==> src/rtl/pipelined_addsub.sv <==
// pipelined_addsub: WIDTH-bit add/subtract split into STAGES ripple slices with registered inter-slice carries
module pipelined_addsub #(
   parameter int WIDTH  = 16,
   parameter int STAGES = 4
) (
   input  logic             clk,
   input  logic             rst,
   input  logic             en,
   input  logic             in_valid,
   input  logic [WIDTH-1:0] a,
   input  logic [WIDTH-1:0] b,
   input  logic             sub,
   input  logic             cin,
   output logic             out_valid,
   output logic [WIDTH-1:0] s,
   output logic             cout,
   output logic             ovf,
   output logic             zero
);
   localparam int WS = WIDTH / STAGES;
   if (STAGES < 1 || STAGES > WIDTH || WIDTH < 2 || WIDTH % STAGES != 0) begin : g_bad_params
      $error("pipelined_addsub: WIDTH must be >= 2 and a multiple of STAGES, with STAGES in 1..WIDTH");
   end
   genvar i;
   for (i = 0; i < STAGES; i++) begin : g_st
      localparam int LO = i * WS;
      localparam int HI = LO + WS;
      logic [WIDTH-1:LO] a_op, b_op;
      logic [HI-1:0]     s_nx, s_q;
      logic [WS:0]       sl;
      logic              c_op, v_op, c_q, v_q;
      if (i == 0) begin : g_head
         assign a_op = a;
         assign b_op = sub ? ~b : b;
         assign c_op = cin ^ sub;
         assign v_op = in_valid;
         assign s_nx = sl[WS-1:0];
      end else begin : g_body
         assign a_op = g_st[i-1].g_skew.a_q;
         assign b_op = g_st[i-1].g_skew.b_q;
         assign c_op = g_st[i-1].c_q;
         assign v_op = g_st[i-1].v_q;
         assign s_nx = {sl[WS-1:0], g_st[i-1].s_q};
      end
      assign sl = {1'b0, a_op[HI-1:LO]} + {1'b0, b_op[HI-1:LO]} + {{WS{1'b0}}, c_op};
      always_ff @(posedge clk or posedge rst)
         if (rst) begin
            s_q <= '0;
            c_q <= 1'b0;
            v_q <= 1'b0;
         end else if (en) begin
            s_q <= s_nx;
            c_q <= sl[WS];
            v_q <= v_op;
         end
      if (i < STAGES - 1) begin : g_skew
         logic [WIDTH-1:HI] a_q, b_q;
         always_ff @(posedge clk or posedge rst)
            if (rst) begin
               a_q <= '0;
               b_q <= '0;
            end else if (en) begin
               a_q <= a_op[WIDTH-1:HI];
               b_q <= b_op[WIDTH-1:HI];
            end
      end else begin : g_tail
         // carry into the MSB is recovered from the MSB sum bit inside this slice's ripple
         always_ff @(posedge clk or posedge rst)
            if (rst) begin
               ovf  <= 1'b0;
               zero <= 1'b0;
            end else if (en) begin
               ovf  <= a_op[WIDTH-1] ^ b_op[WIDTH-1] ^ sl[WS-1] ^ sl[WS];
               zero <= ~|s_nx;
            end
      end
   end
   assign s         = g_st[STAGES-1].s_q;
   assign cout      = g_st[STAGES-1].c_q;
   assign out_valid = g_st[STAGES-1].v_q;
endmodule

==> config.mk <==
export PLATFORM = sky130hd
export DESIGN_NAME = pipelined_addsub
export DESIGN_NICKNAME = d
export VERILOG_FILES = /design/src/rtl/pipelined_addsub.sv
export SDC_FILE = /design/constraint.sdc
export NUM_CORES = 1
export LEC_CHECK = 0
export ABC_CLOCK_PERIOD_IN_PS = 6900
export BUFFER_PORTS_ARGS = -buffer_cell sky130_fd_sc_hd__buf_2
export CORE_ASPECT_RATIO = 1.5
export CORE_MARGIN = 2
export CORE_UTILIZATION = 45
export CTS_BUF_LIST = sky130_fd_sc_hd__clkbuf_8 sky130_fd_sc_hd__clkbuf_16
export CTS_CLUSTER_DIAMETER = 120
export CTS_CLUSTER_SIZE = 10
export DETAILED_ROUTE_END_ITERATION = 12
export PLACE_DENSITY = 0.63
export SLEW_MARGIN = 20
export SYNTH_ARGS = -nofsm -noshare
export SYNTH_HDL_FRONTEND = slang
export SYNTH_SLANG_ARGS = --single-unit
==> constraint.sdc <==
create_clock -name clk -period 6.9 [get_ports clk]
set_clock_uncertainty 0.2 [all_clocks]
set_input_delay 0.345 -clock clk [delete_from_list [all_inputs] [get_ports clk]]
set_output_delay 0.345 -clock clk [all_outputs]
set_load 0.01 [all_outputs]
# == After elaboration in Yosys (flattened, before gate mapping) ==
# Cells that the tools add are included.
# word_totals
reg_bits,98
output_inout_bits,20
# classes
addsub,8
n_reduce_logical,2
bitwise,5
mux,1
# op_table
operator,count
$add 4x4->5,4
$add 5x1->5,4
$mux 16,1
$not 16->16,1
$reduce_or 16->1,1
$xor 1x1->1,4
$logic_not 1->1,1

# == Depth between registers and ports, before layout ==
# logic_depth
ltp_word,4
ltp_mapped,8
mapped_depth_nobuf,7

# == Least setup slack after synthesis ==
# Ideal clock, no wire load.
# synth_path
path_type,input to register
from,input port sub
to,register g_st[0].c_q
setup_ps,126
required_ps,6574
path_slack_ps,4442
arrival_ps,2133
stages,8
path_cell_list,buf_2 buf_2 xor2_1 fa_1 fa_1 a21o_1 a21oi_1 a21oi_1
# synth_between
elab_chain_cells,3
word_cells_on_any_way,4
classes_between,add/sub: 2; mux: 1; bitwise: 1
# synth_lines
item,line,source
start: declaration,12,"input logic sub,"
$mux 16,34,assign b_op = sub ? ~b : b;
$add 4x4->5,45,"assign sl = {1'b0, a_op[HI-1:LO]} + {1'b0, b_op[HI-1:LO]} + {{WS{1'b0}}, c_op};"
$add 5x1->5 (*),45,
end signal: assignment,53,c_q <= sl[WS];
end: declaration,31,"logic c_op, v_op, c_q, v_q;"
# Mark *: on every way between the ends. The rest lies on a longest branch, timed or not.
# A chain may end at the register's enable or synchronous reset.

# == Worst setup path after layout ==
# layout_path
from,register g_st[2].c_q
to,register ovf
# layout_between
elab_chain_cells,3
# layout_lines
item,line,source
start: declaration,31,
start signal: assignment,53,
$add 5x1->5 (*),45,
$xor 1x1->1,73,ovf <= a_op[WIDTH-1] ^ b_op[WIDTH-1] ^ sl[WS-1] ^ sl[WS];
$xor 1x1->1 (*),73,
end signal: assignment,73,
end: declaration,17,"output logic ovf,"
# Marks and branches as above.

==> impl_metrics.py <==
metrics = {
    "sta": {
        "hold_violations": 0,
        "slew_violations": 0,
        "setup-tns-final_ns": 0,
        "fin_crit_sh": 0.3319,
        "fmax_mhz": 436.7,
        "worst_slew_pin_slew_ns": 0.9424,
        "setup_violations": 0,
        "slew_headroom": 0.3718,
        "period_needed_ns": 2.290,
        "rsz0062_at_grt": "no",
    },
    "layout": {
        "final_cell_mix": "dfrtp_1 (98), mux2_2 (74), buf_2 (56), a21oi_1 (29)",
        "fin_area_mm2": 0.004932,
        "area_growth_syn_to_layout_pct": 15.26,
        "layout-drive-gt1-share": 0.4087,
        "final_core_util": 0.5330,
        "antenna_cells": 0,
        "fill_cells": 830,
        "fin_nets": 421,
        "mostFrequentLayoutCell": "dfrtp_1",
    },
    "grt": {
        "grt_max_degree": 100,
        "grt_usage": 0.1408,
        "grt_antenna_before_repair": 0,
        "grt_overflow": 0,
        "grt_pass1_vias": 2356,
        "grt_pass1_wl_um": 11310,
    },
    "die": {
        "ioPinCount": 58,
        "die_area_mm2": 0.01032,
        "fp.dieH_um": 123.4,
        "rows": 43,
        "start_util": 0.4624,
        "core_region_area_mm2": 0.009254,
        "die_x_um": 83.62,
    },
    "route": {
        "wl_per_cell_um": 13.78,
        "drc_errors": 0,
        "ant_nets": 0,
        "routed_wl_um": 6601,
        "drt_iter0_drc": 91,
        "via_per_inst": 5.065,
        "vias": 2426,
        "drt_first_pass_iters": 4,
    },
    "clocking": {
        "numCtsBuffers": 9,
        "path_clk_slew_ns": 0.06,
        "cts_num_sinks": 98,
        "ctsHtreeMaxLevel": 3,
        "worstSkewPairLatency_ns": 0.34,
        "postCtsSetupBuffers": 0,
        "cts-root-buf": "clkbuf_16",
        "cts_buffer_depth": 2,
        "cts_tree": "done",
    },
    "run": {
        "max_cap_viol_count": 0,
    },
    "critical_path": {
        "arrival_ns": 2.28,
        "critPathLaunchType": "register",
        "crit_fanout": 2,
        "end_kind": "register",
        "criticalPathCategory": "reg2reg",
        "reg2reg_slack_ns": 4.61,
        "cp_data_required_time_ns": 6.89,
    },
    "pwr": {
        "peakVddDrop_v": 0.0001694,
        "p_leak_nw": 2.196,
        "finalPower_mw": 1.683,
        "pwr_density_cell_mw_per_mm2": 341.3,
    },
    "placement": {
        "place_area_mm2": 0.004647,
        "hpwlAfterDp_um": 4439,
        "gp_congestion": 0.7215,
        "io_buffers": 57,
    },
    "synth": {
        "syn_nets": 366,
        "ys_types": 19,
        "syn-instance-count": 308,
        "yosysWarnings": 0,
        "synth_seq_cells": 98,
        "syn_area_mm2": 0.004279,
        "avgSynthCellArea_um2": 13.89,
        "seq_area_frac_synth": 0.5731,
        "synth_top_area_cell": "dfrtp_1",
        "synth_top_area_frac": 0.5731,
        "ys_top_cells_by_area": "dfrtp_1 (57%), mux2_2 (19%), xnor2_1 (4.3%), fa_1 (3.7%), ha_1 (3.5%)",
    },
    "worst_hold_path": {
        "hp-class": "in2reg",
    },
    "outcome": {
        "status": "complete, no violations",
    },
}
-- worst paths after layout --
path / endpoint / cells after the start / start
max: ovf$_DFFE_PP0P_ / 6 / g_st[2].c_q$_DFFE_PP0P_
min: g_st[0].g_skew.a_q[15]$_DFFE_PP0P_ / 2 / a[15]
max reg2reg: ovf$_DFFE_PP0P_ / 6 / g_st[2].c_q$_DFFE_PP0P_
min reg2reg: g_st[1].g_skew.a_q[9]$_DFFE_PP0P_ / 2 / g_st[0].g_skew.a_q[9]$_DFFE_PP0P_
max in group asynchronous: s[5]$_DFFE_PP0P_ / 4 / rst
min in group asynchronous: g_st[0].v_q$_DFFE_PP0P_ / 3 / rst
-- cells in the mapped netlist --
cell type and instances:
dfrtp_1 98, nor4_1 2, xor2_1 5, a21o_1 8, xnor2_1 21, nor2_1 21
o22ai_2 1, nand2_1 2, buf_1 2, buf_2 14, inv_1 6, nand4_1 1
ha_1 12, nor4_2 1, mux2_2 74, a21oi_1 29, o21ai_0 2, or4b_1 1
fa_1 8
-- metrics by stage --
| stage | std cells | setup slack, ns | hold slack [ns] |
|---|---|---|---|
| 2_1_floorplan | 308 | 3.793 | 0.2492 |
| 3_3_place_gp | 463 | 4.342 | 0.1133 |
| 3_5_place_dp | 463 | 4.277 | 0.1216 |
| 4_1_cts | 479 | 4.590 | 0.01872 |
| 5_1_grt | 479 | 4.497 | 0.02226 |
| 6_report | 479 | 4.610 | 0.03193 |
-- state kept, by name (all words and copies together), names as in the netlist, 3 cells and up --
register / flops
g_st.g_skew.b_q: 24
g_st.v_q: 3
g_st.c_q: 3
g_st.g_skew.a_q: 24
g_st.s_q: 24
s: 16
-- report_power, final --
| part | leakage [nW] | switching [mW] | internal, mW |
|---|---|---|---|
| clock | 0.142 | 0.199 | 0.259 |
| sequential | 1.13 | 0.0910 | 0.731 |
| combinational | 0.922 | 0.179 | 0.225 |
-- routing by layer --
layer  share of wire  GRT usage  vias to the layer above
li1                -          -                     1175
met1            0.46     0.1893                     1200
met2            0.47     0.2055                       43
met3           0.050    0.05340                        8
met4           0.015    0.06048                        0
met5               0          0                        -
-- logic make-up after synthesis --
logic type	Yosys count	share of synthesized area
buffers and inverters	22	0.02339
AND/OR/NAND/NOR	28	0.02983
flip-flops	98	0.5731
multiplexers	74	0.1947
AO/OA/AOI/OAI	40	0.05322
XOR/XNOR	26	0.05322
adder cells (fa/ha/maj)	20	0.07251
-- repair_timing --
item | CTS | global route
hold buffers | 1 | 0
hold endpoints to repair | 22 | 0
resized for setup | 0 | 0
-- critical path, stage by stage (launching register included) --
cell and delay (ns):
dfrtp_1 0.40, fa_1 0.47, fa_1 0.44, a21o_1 0.20
a21oi_1 0.21, xnor2_1 0.14, a21oi_1 0.08
-- area by class of cell --
cell class / instances / area (um^2) / share of cell area
multi-input combinational: 188 / 1727 / 0.3501
clock inverter: 4 / 18.77 / 0.003805
timing repair buffer: 60 / 316.6 / 0.06418
tap: 112 / 140.1 / 0.02841
inverter: 6 / 25.02 / 0.005074
sequential: 98 / 2452 / 0.4972
clock buffer: 11 / 252.7 / 0.05124
(Power assumes the default switching activity.)
